## config.mk

```make
export PLATFORM = sky130hd
export DESIGN_NAME = seq_div16
export DESIGN_NICKNAME = d
export VERILOG_FILES = /design/src/rtl/div_pkg.sv /design/src/rtl/div_step.sv /design/src/rtl/seq_div16.sv
export SDC_FILE = /design/constraint.sdc
export NUM_CORES = 1
export LEC_CHECK = 0
export BUFFER_PORTS_ARGS = -buffer_cell sky130_fd_sc_hd__buf_2
export CELL_PAD_IN_SITES_DETAIL_PLACEMENT = 0
export CELL_PAD_IN_SITES_GLOBAL_PLACEMENT = 2
export CORE_MARGIN = 8
export CORE_UTILIZATION = 25
export DETAILED_ROUTE_END_ITERATION = 12
export PLACE_DENSITY_LB_ADDON = 0.1
export SLEW_MARGIN = 10
export SYNTH_ARGS = -nofsm -noshare
export SYNTH_HDL_FRONTEND = slang
export SYNTH_SLANG_ARGS = --single-unit
```

## constraint.sdc

```tcl
create_clock -name clk -period 4.3 [get_ports clk]
set_input_delay 1.075 -clock clk [delete_from_list [all_inputs] [get_ports clk]]
set_output_delay 1.075 -clock clk [all_outputs]
set_load 0.01 [all_outputs]
```

## src/rtl/div_pkg.sv

```systemverilog
// Shared constants and state encoding for the sequential restoring divider.
package div_pkg;

    localparam int DIV_WIDTH = 16;
    localparam int DIV_CNT_W = $clog2(DIV_WIDTH);

    typedef enum logic [1:0] {
        IDLE = 2'd0,
        CALC = 2'd1,
        FIX  = 2'd2
    } div_state_t;

    function automatic int div_cnt_w(input int width);
        return (width <= 2) ? 1 : $clog2(width);
    endfunction

endpackage

```

## src/rtl/div_step.sv

```systemverilog
// One restoring-division step: shift in the next dividend bit and trial-subtract the divisor.
module div_step #(
    parameter int W = 16
) (
    input  logic [W-1:0] rem_in,
    input  logic         in_bit,
    input  logic [W-1:0] divisor,
    output logic [W-1:0] rem_out,
    output logic         q_bit
);

    logic [W:0] w_shifted;
    logic [W:0] w_diff_lo;

    assign w_shifted = {rem_in, in_bit};
    // A set top bit means the shifted value exceeds any W-bit divisor, so the subtract always succeeds.
    assign w_diff_lo = {1'b0, w_shifted[W-1:0]} - {1'b0, divisor};
    assign q_bit     = w_shifted[W] | ~w_diff_lo[W];
    assign rem_out   = q_bit ? w_diff_lo[W-1:0] : w_shifted[W-1:0];

endmodule

```

## src/rtl/seq_div16.sv

```systemverilog
// Multi-cycle signed/unsigned divider: magnitude restoring divide, then a sign fix-up cycle.
module seq_div16
    import div_pkg::*;
#(
    parameter int WIDTH = DIV_WIDTH
) (
    input  logic             clk,
    input  logic             reset,
    input  logic             start,
    input  logic             is_signed,
    input  logic [WIDTH-1:0] dividend,
    input  logic [WIDTH-1:0] divisor,
    output logic             busy,
    output logic             done,
    output logic [WIDTH-1:0] quotient,
    output logic [WIDTH-1:0] remainder,
    output logic             div_by_zero
);

    localparam int CNT_W = (WIDTH == DIV_WIDTH) ? DIV_CNT_W : div_cnt_w(WIDTH);
    localparam logic [CNT_W-1:0] LAST_ITER = CNT_W'(WIDTH - 1);

    div_state_t       r_state;
    logic [CNT_W-1:0] r_cnt;
    logic [WIDTH-1:0] r_rem;
    logic [WIDTH-1:0] r_acc;
    logic [WIDTH-1:0] r_dsr;
    logic             r_dvd_neg;
    logic             r_quo_neg;
    logic             r_dbz;
    logic             r_busy;
    logic             r_done;
    logic             r_div_by_zero;
    logic [WIDTH-1:0] r_quotient;
    logic [WIDTH-1:0] r_remainder;

    logic [WIDTH-1:0] w_rem_next;
    logic             w_q_bit;
    logic             w_dvd_neg;
    logic             w_dsr_neg;

    function automatic logic [WIDTH-1:0] cond_neg(input logic [WIDTH-1:0] v, input logic neg);
        return neg ? (~v + WIDTH'(1)) : v;
    endfunction

    assign w_dvd_neg = is_signed & dividend[WIDTH-1];
    assign w_dsr_neg = is_signed & divisor[WIDTH-1];

    // r_acc starts as the dividend magnitude and fills with quotient bits as it shifts out.
    div_step #(.W(WIDTH)) u_step (
        .rem_in  (r_rem),
        .in_bit  (r_acc[WIDTH-1]),
        .divisor (r_dsr),
        .rem_out (w_rem_next),
        .q_bit   (w_q_bit)
    );

    always_ff @(posedge clk or posedge reset) begin
        if (reset) begin
            r_state       <= IDLE;
            r_cnt         <= '0;
            r_rem         <= '0;
            r_acc         <= '0;
            r_dsr         <= '0;
            r_dvd_neg     <= 1'b0;
            r_quo_neg     <= 1'b0;
            r_dbz         <= 1'b0;
            r_busy        <= 1'b0;
            r_done        <= 1'b0;
            r_div_by_zero <= 1'b0;
            r_quotient    <= '0;
            r_remainder   <= '0;
        end else begin
            r_done <= 1'b0;
            case (r_state)
                IDLE: begin
                    if (start) begin
                        r_acc         <= cond_neg(dividend, w_dvd_neg);
                        r_dsr         <= cond_neg(divisor, w_dsr_neg);
                        r_dvd_neg     <= w_dvd_neg;
                        r_quo_neg     <= w_dvd_neg ^ w_dsr_neg;
                        r_dbz         <= (divisor == '0);
                        r_rem         <= '0;
                        r_cnt         <= '0;
                        r_busy        <= 1'b1;
                        r_div_by_zero <= 1'b0;
                        r_state       <= (divisor == '0) ? FIX : CALC;
                    end
                end
                CALC: begin
                    r_rem <= w_rem_next;
                    r_acc <= {r_acc[WIDTH-2:0], w_q_bit};
                    r_cnt <= r_cnt + CNT_W'(1);
                    if (r_cnt == LAST_ITER) begin
                        r_state <= FIX;
                    end
                end
                FIX: begin
                    if (r_dbz) begin
                        r_quotient    <= '1;
                        r_remainder   <= cond_neg(r_acc, r_dvd_neg);
                        r_div_by_zero <= 1'b1;
                    end else begin
                        r_quotient    <= cond_neg(r_acc, r_quo_neg);
                        r_remainder   <= cond_neg(r_rem, r_dvd_neg);
                    end
                    r_done  <= 1'b1;
                    r_busy  <= 1'b0;
                    r_state <= IDLE;
                end
                default: r_state <= IDLE;
            endcase
        end
    end

    assign busy        = r_busy;
    assign done        = r_done;
    assign quotient    = r_quotient;
    assign remainder   = r_remainder;
    assign div_by_zero = r_div_by_zero;

endmodule

```

==> summary.txt, run 1 <==
most common cell after layout, fill and taps aside = nand2_1
CTS root buf = clkbuf_16
Pwr per Cell Area = 765 nW/um2
Leakage Power = 0.00311 uW
post-route cell area = 6940 um2
worst skew pair latency = 350 ps
RSZ-0062 raised after global routing = false
top cell type by total area after synthesis = dfrtp_1
# clock sinks = 92
Startpoint Class = register
Tot GR Track Use = 13.3%
Syn-to-layout area delta = 14.9%
I/O pins = 71
TritonRoute pass-1 iters = 4
Total Wirelength = 19.0 mm
largest net degree at the start of global routing = 93
Bufs on Longest Clock Path = 2
NumNets Final = 822
dpl cell area = 6690 um2
via count = 5147
WP data required = 4490 ps
final hold violations = 0
Setup TNS Final = 0 ps
Max Cap Viol = 0
syn nets = 778
total die area = 29400 um2
Synth Register Bits = 92
Mapped Cells = 720
antenna violations before repair = 0
setup repair bufs after CTS = 0
std cell rows = 57
Die Y = 171 um
Max Freq = 329 MHz
Detail Placement HPWL = 14.5 mm
crit share post-route = 70.8%
DR WL/cell = 17.4 um
Met2 Wirelength = 8.11 mm
Primary FF master, synth = dfrtp_1
unique cell type count in the Yosys netlist = 60
share of layout cells above drive strength 1 = 13.8%
Die Wd = 171 um
Worst Max-Slew Pin Slew = 1030 ps
count of pins over their slew limit = 0
H-tree depth = 3
Slew HR = 31.1%
Core Util, Final = 28.9%
I/O Buffers = 70
Final GP Congestion = 0.741
first-pass GRT wire length = 30.3 mm
Seq/Total Area, Yosys = 38.1%
DRC = 0
clk_skew = 9.28 ps
Post-CTS Hold Fix Bufs = 0
number of CTS-inserted buffers = 9
vias in the first global route = 5181
Starting Density = 25.1%
Worst-path clk slew = 70 ps
Core Box Area = 24000 um2
syn avg cell area = 8.39 um2
final setup fails = 0
n_diodes = 0
CP arrival = 3230 ps
grt total ovfl = 0
number of synthesized flops with an enable pin = 0
Hold/Removal Path Class = reg -> reg
Routed met1 length = 9.98 mm
CTS tree = built
warnings from Yosys = 0
Min Clock Period, post-route = 3040 ps
setup ws final = 1260 ps
post_cts resized = 0
share of the synthesized area in the top cell type = 38.1%
critical path class = reg -> reg
DR top layer = met4
iteration-0 DRC count of the detailed router = 315
top area cells in the synthesized netlist = dfrtp_1 38%, nand2_1 7.5%, xor2_1 6.8%
Via density = 4.72
worst vdd ir = 0.244 mV
Setup crit end kind = register
ys async rst share = 100%
run status = finished clean
post-route ant nets = 0
crit path max fanout = 10
Post-Place Worst Slack = 1150 ps
commonest cells after routing, fill and taps aside = 120 x nand2_1, 92 x dfrtp_1, 77 x o21ai_0, 70 x buf_2
Met3 Wirelength = 688 um
Mapped Area = 6040 um2
## synthesized netlist by cell type, types with 4 or more instances
master,n
a21oi_1,47
a31oi_1,8
and3_1,4
clkbuf_1,40
dfrtp_1,92
ha_1,21
inv_1,32
mux2i_1,17
nand2_1,120
nand2b_1,7
nand3_1,8
nand4_1,4
nor2_1,43
nor3_1,9
nor4_1,4
o211ai_1,5
o21a_1,5
o21ai_0,77
o22ai_1,23
o31ai_1,13
or3_1,6
xnor2_1,32
xor2_1,47
## metal layers
layer	global-route usage, %	vias to the layer above
met5	0	-
li1	-	2598
met1	19.4	2463
met3	2.20	11
met4	3.67	0
met2	20.0	75
## area by class of cell
type / count / area [um2]
Sequential cell: 92 / 2300
Tap cell: 324 / 405
Fill cell: 2618 / 17100
Inverter: 33 / 125
Multi-Input combinational cell: 550 / 3440
Clock buffer: 10 / 229
Timing Repair Buffer: 78 / 423
Clock inverter: 3 / 17.5
## cell families (layout without fill, tap and decap cells)
| family | after synthesis | count (layout) | share of synthesized area (%) |
|---|---|---|---|
| multiplexers | 18 | 18 | 3.19 |
| AND/OR/NAND/NOR | 225 | 225 | 16.9 |
| AO/OA/AOI/OAI | 206 | 206 | 20.6 |
| buffers and inverters | 78 | 124 | 4.99 |
| flip-flops | 92 | 92 | 38.1 |
| XOR/XNOR | 79 | 79 | 11.5 |
| adder cells (fa/ha/maj) | 22 | 22 | 4.68 |
## critical path: stages (launching register included)
cell	delay, ps
dfrtp_1	360
inv_1	110
ha_1	220
fa_1	410
nor2b_1	180
o2111ai_1	120
nand2_1	160
a21oi_1	160
o31ai_4	560
buf_4	300
mux2i_1	210
o21ai_0	90
## power breakdown
| part | leakage (uW) | internal, uW | switching, uW |
|---|---|---|---|
| sequential | 0.00116 | 1210 | 528 |
| combinational | 0.00183 | 1270 | 1590 |
| clock | 0.000120 | 381 | 334 |
## stage by stage
| step | hold WS (ps) | power (uW) | std cells |
|---|---|---|---|
| after global routing | 500 | 5840 | 1090 |
| after global placement | 456 | 4630 | 1077 |
| after floorplan | 444 | 3790 | 720 |
| after detailed placement | 461 | 4670 | 1077 |
| after CTS | 475 | 5410 | 1090 |
| final | 468 | 5310 | 1090 |
## path summary, 6_finish.rpt
path,from,cells after the start,end,slack [ps]
max reg2reg,r_acc[15],11,r_rem[4],1260
min,quotient[15],2,quotient[15],470
max in group asynchronous,reset,3,r_dsr[7],3040
min reg2reg,quotient[15],2,quotient[15],470
min in group asynchronous,reset,3,quotient[3],830
max,r_acc[15],11,r_rem[4],1260
## state kept, by name, summed over array words and instances, names as in the netlist
register / flops
remainder: 16
done: 1
r_dsr: 16
r_quo_neg: 1
r_dbz: 1
r_rem: 16
busy: 1
r_dvd_neg: 1
div_by_zero: 1
quotient: 16
r_cnt: 4
r_state: 2
r_acc: 16
Note: power is estimated with default switching activity, not from simulation.
==> run 2, diff against run 1 <==
==> constraint.sdc (replaced) <==
create_clock -name clk -period 3.1 [get_ports clk]
set_input_delay 0.775 -clock clk [delete_from_list [all_inputs] [get_ports clk]]
set_output_delay 0.775 -clock clk [all_outputs]
set_load 0.01 [all_outputs]
==> summary.txt, run 2 (synthesized netlist as in run 1, its figures left out) <==
crit path max fanout = 17 (was 10)
final hold violations = 0 (unchanged)
Via density = 4.74 (was 4.72)
Syn-to-layout area delta = 17.3% (was 14.9%)
Bufs on Longest Clock Path = 2 (unchanged)
Reg power frac = 30.6% (was 32.7%)
Slew HR = 29.4% (was 31.1%)
via count = 5224 (was 5147)
Worst Max-Slew Pin Slew = 1060 ps (was 1030 ps)
number of CTS-inserted buffers = 9 (unchanged)
CTS tree = built (unchanged)
grt total ovfl = 0 (unchanged)
Pwr per Cell Area = 1080 nW/um2 (was 765 nW/um2)
Worst path depth = 11 (unchanged)
Sw Ratio = 45.0% (was 46.2%)
Leakage Power = 0.00318 uW (was 0.00311 uW)
worst vdd ir = 0.295 mV (was 0.244 mV)
Core Util, Final = 29.5% (was 28.9%)
total die area = 29400 um2 (unchanged)
Final GP Congestion = 0.781 (was 0.741)
Worst-path clk slew = 70 ps (about the same)
Internal = 4190 uW (was 2860 uW)
iteration-0 DRC count of the detailed router = 344 (was 315)
clk_skew = 6.25 ps (was 9.28 ps)
Die Wd = 171 um (unchanged)
post_cts resized = 0 (unchanged)
final setup fails = 0 (unchanged)
RSZ-0062 raised after global routing = false (unchanged)
n_diodes = 0 (unchanged)
Setup crit end kind = register (unchanged)
crit share post-route = 86.7% (was 70.8%)
antenna violations before repair = 0 (unchanged)
Max Freq = 372 MHz (was 329 MHz)
clock group share of total power = 15.4% (was 13.5%)
Setup TNS Final = 0 ps (unchanged)
Core Box Area = 24000 um2 (unchanged)
Post-CTS Hold Fix Bufs = 0 (unchanged)
Tot GR Track Use = 13.4% (was 13.3%)
CTS root buf = clkbuf_16 (unchanged)
# clock sinks = 92 (unchanged)
H-tree depth = 3 (unchanged)
commonest cells after routing, fill and taps aside = 120 x nand2_1, 92 x dfrtp_1, 77 x o21ai_0, 70 x buf_2 (unchanged)
Hold WS = 430 ps (was 468 ps)
DRC = 0 (unchanged)
NumNets Final = 831 (was 822)
first-pass GRT wire length = 30.7 mm (was 30.3 mm)
Finished Layout Cells = 1102 (was 1090)
CP arrival = 2910 ps (was 3230 ps)
I/O Buffers = 70 (unchanged)
worst skew pair latency = 350 ps (about the same)
CP max stage delay = 410 ps (was 560 ps)
Worst path slowest cell = fa_1 (was o31ai_4)
std cell rows = 57 (unchanged)
Startpoint Class = register (unchanged)
P_sw = 3440 uW (was 2450 uW)
vias in the first global route = 5269 (was 5181)
cell breakdown of the critical path = inv_1 -> ha_1 -> fa_1 -> nor2b_1 -> o2111ai_1 -> nand2_1 -> a21oi_1 -> o31ai_4 -> buf_12 -> mux2i_1 -> o21ai_0 (was inv_1 -> ha_1 -> fa_1 -> nor2b_1 -> o2111ai_1 -> nand2_1 -> a21oi_1 -> o31ai_4 -> buf_4 -> mux2i_1 -> o21ai_0)
worst-case reg-to-reg path depth = 11 (unchanged)
DR WL/cell = 17.4 um (about the same)
most common cell after layout, fill and taps aside = nand2_1 (unchanged)
TritonRoute pass-1 iters = 4 (unchanged)
WP data required = 3320 ps (was 4490 ps)
share of layout cells above drive strength 1 = 15.0% (was 13.8%)
family with the most delay on the worst path = compound AO/OA/AOI/OAI gates (unchanged)
run status = finished clean (unchanged)
Min Clock Period, post-route = 2690 ps (was 3040 ps)
Total Wirelength = 19.1 mm (was 19.0 mm)
setup repair bufs after CTS = 0 (unchanged)
I/O pins = 71 (unchanged)
Starting Density = 25.1% (unchanged)
Detail Placement HPWL = 14.9 mm (was 14.5 mm)
count of pins over their slew limit = 0 (unchanged)
critical path class = reg -> reg (unchanged)
Max Cap Viol = 0 (unchanged)
Comb pwr share = 54.0% (was 53.8%)
Die Y = 171 um (unchanged)
post-route ant nets = 0 (unchanged)
Buf/Inv on CP = 2 (unchanged)
largest net degree at the start of global routing = 34 (was 93)
Hold/Removal Path Class = in -> async (was reg -> reg)
Placed Instances = 1086 (was 1077)
[run 2: final cells by class]
class	count	area [um2]
fillers	2604	17000
multi-input cells	550	3440
flip-flops and latches	92	2300
repair buffers	87	503
well taps	324	405
clock buffers	13	260
inverters	33	128
clock inverters	3	45.0
[run 2: path summary, 6_finish.rpt]
path                              start      endpoint  slack, ps
hold / removal                    reset          done        430
setup / recovery              r_acc[15]      r_rem[9]        410
max in group asynchronous         reset      r_acc[1]       1980
min in group clk           quotient[15]  quotient[15]        470
setup reg to reg              r_acc[15]      r_rem[9]        410
hold reg to reg            quotient[15]  quotient[15]        470
[run 2: metal layers]
metal / part of all wire, % / vias up / global-route usage, %
met4: 2.1 / 0 / 5.22
li1: - / 2606 / -
met1: 53 / 2498 / 19.6
met3: 3.1 / 18 / 1.81
met2: 42 / 102 / 19.4
met5: 0 / - / 0
[run 2: power by group through the flow]
stage,Combinational [uW],Clock [uW],Sequential (uW)
floorplan,3220,0,2030
global placement,4160,0,2360
detailed placement,4180,0,2370
CTS,4190,1210,2340
global route,4680,1250,2430
finish,4120,1170,2340
[run 2: through the flow]
stage | setup WS, ps | area, um2 | power [uW]
after floorplan | 446 | 6040 | 5250
after detailed placement | 254 | 6780 | 6550
after CTS | 388 | 7080 | 7750
final | 413 | 7080 | 7630
after global routing | 204 | 7080 | 8360
after global placement | 266 | 6780 | 6520
==> run 3, diff against run 2 <==
--- a/config.mk
+++ b/config.mk
@@ -11,7 +11,7 @@
 export CORE_MARGIN = 8
 export CORE_UTILIZATION = 25
 export DETAILED_ROUTE_END_ITERATION = 12
-export PLACE_DENSITY_LB_ADDON = 0.1
+export PLACE_DENSITY = 0.61
 export SLEW_MARGIN = 10
 export SYNTH_ARGS = -nofsm -noshare
 export SYNTH_HDL_FRONTEND = slang
==> constraint.sdc (replaced) <==
create_clock -name clk -period 3 [get_ports clk]
set_input_delay 0.75 -clock clk [delete_from_list [all_inputs] [get_ports clk]]
set_output_delay 0.75 -clock clk [all_outputs]
set_load 0.01 [all_outputs]
==> summary.txt, run 3 (synthesized netlist as in run 1, its figures left out) <==
number of CTS-inserted buffers = 9 (unchanged)
n_diodes = 0 (unchanged)
Worst Max-Slew Pin Slew = 991 ps (was 1060 ps)
CTS root buf = clkbuf_16 (unchanged)
Via density = 4.76 (was 4.74)
post-route ant nets = 0 (unchanged)
setup ws final = 317 ps (was 413 ps)
Worst path slowest cell = fa_1 (unchanged)
DR WL/cell = 16.5 um (was 17.4 um)
Setup TNS Final = 0 ps (unchanged)
Core Box Area = 24000 um2 (unchanged)
DRC = 0 (unchanged)
TritonRoute pass-1 iters = 4 (unchanged)
worst skew pair latency = 350 ps (about the same)
via count = 5276 (was 5224)
worst vdd ir = 0.342 mV (was 0.295 mV)
CP arrival = 2900 ps (was 2910 ps)
antenna violations before repair = 0 (unchanged)
std cell rows = 57 (unchanged)
Bufs on Longest Clock Path = 2 (unchanged)
RSZ-0062 raised after global routing = false (unchanged)
iteration-0 DRC count of the detailed router = 278 (was 344)
final hold violations = 0 (unchanged)
CP max stage delay = 400 ps (was 410 ps)
setup repair bufs after CTS = 0 (unchanged)
Total Wirelength = 18.3 mm (was 19.1 mm)
run status = finished clean (unchanged)
Worst-path clk slew = 70 ps (about the same)
Pwr per Cell Area = 1140 nW/um2 (was 1080 nW/um2)
Leakage Power = 0.00323 uW (was 0.00318 uW)
count of pins over their slew limit = 0 (unchanged)
Post-Place Worst Slack = 150 ps (was 254 ps)
Post-CTS Hold Fix Bufs = 0 (unchanged)
Tot GR Track Use = 12.9% (was 13.4%)
Max Cap Viol = 0 (unchanged)
CTS tree = built (unchanged)
Starting Density = 25.1% (unchanged)
I/O Buffers = 70 (unchanged)
Max Freq = 373 MHz (was 372 MHz)
share of layout cells above drive strength 1 = 15.9% (was 15.0%)
post_cts resized = 0 (unchanged)
# clock sinks = 92 (unchanged)
clk_skew = 10.3 ps (was 6.25 ps)
post-route cell area = 7170 um2 (was 7080 um2)
grt total ovfl = 0 (unchanged)
crit path max fanout = 7 (was 17)
Setup crit end kind = register (unchanged)
first-pass GRT wire length = 29.7 mm (was 30.7 mm)
Syn-to-layout area delta = 18.8% (was 17.3%)
Die Wd = 171 um (unchanged)
Detail Placement HPWL = 14.3 mm (was 14.9 mm)
dpl cell area = 6800 um2 (was 6780 um2)
final setup fails = 0 (unchanged)
Slew HR = 33.9% (was 29.4%)
Hold/Removal Path Class = reg -> reg (was in -> async)
cell breakdown of the critical path = inv_1 -> ha_1 -> fa_1 -> nor2b_1 -> o2111ai_1 -> nand2_1 -> a21oi_1 -> o31ai_4 -> buf_4 -> mux2i_1 -> o21ai_0 (was inv_1 -> ha_1 -> fa_1 -> nor2b_1 -> o2111ai_1 -> nand2_1 -> a21oi_1 -> o31ai_4 -> buf_12 -> mux2i_1 -> o21ai_0)
largest net degree at the start of global routing = 59 (was 34)
WP data required = 3210 ps (was 3320 ps)
Final GP Congestion = 0.765 (was 0.781)
critical path class = reg -> reg (unchanged)
I/O pins = 71 (unchanged)
Min Clock Period, post-route = 2680 ps (was 2690 ps)
crit share post-route = 89.4% (was 86.7%)
Startpoint Class = register (unchanged)
vias in the first global route = 5387 (was 5269)
most common cell after layout, fill and taps aside = nand2_1 (unchanged)
NumNets Final = 837 (was 831)
Die Y = 171 um (unchanged)
H-tree depth = 3 (unchanged)
commonest cells after routing, fill and taps aside = 120 x nand2_1, 92 x dfrtp_1, 77 x o21ai_0, 70 x buf_2 (unchanged)
total die area = 29400 um2 (unchanged)
==> run 3: cell types whose count changed in the layout (fill, tap and decap cells not counted), sizes merged <==
cell,delta
clkbuf,-3
bufinv,+3
buf,+6
==> run 3: worst max-delay path, delay by kind of cell (launching register included) <==
kind                     cells  cell delay [ps]
buffers and inverters        2              320
flip-flops                   1              360
multiplexers                 1              210
AND/OR/NAND/NOR              2              290
adder cells (fa/ha/maj)      2              600
AO/OA/AOI/OAI                4              750
==> run 3: worst paths after layout <==
path,slack (ps),startpoint,to,cells after the start
min in group asynchronous,530,reset,remainder[5],3
max in group asynchronous,1820,reset,r_acc[1],3
worst max-delay path,320,r_acc[15],r_rem[7],11
worst min register to register,470,quotient[15],quotient[15],2
worst min-delay path,470,quotient[15],quotient[15],2
worst max register to register,320,r_acc[15],r_rem[7],11
==> run 3: routing by layer <==
metal | vias up | part of all wire [%] | global-route usage (%)
met3 | 17 | 3.9 | 1.77
met5 | - | 0 | 0
li1 | 2630 | - | -
met2 | 130 | 42 | 19.3
met1 | 2499 | 52 | 18.3
met4 | 0 | 2.2 | 5.14
==> run 3: area by class of cell <==
type	count	area, um2
clock buffer	10	239
clock inverter	6	135
fill	2591	16900
inverter	33	128
multi-input combinational	550	3440
sequential	92	2300
tap	324	405
timing repair buffer	93	523
==> run 3: per-stage QoR <==
stage | utilization (%) | hold slack, ps | total power (uW) | std cells
after floorplan | - | 444 | 5430 | 720
after global placement | 28.3 | 453 | 6670 | 1092
after detailed placement | 28.3 | 461 | 6770 | 1092
after CTS | 29.8 | 477 | 8240 | 1108
after global routing | 29.8 | 489 | 8950 | 1108
final | 29.8 | 469 | 8160 | 1108
==> run 3: where the power goes <==
group          switching [uW]  total, uW  internal (uW)
clock network             527       1450            923
registers                 656       2390           1740
logic                    2390       4310           1920
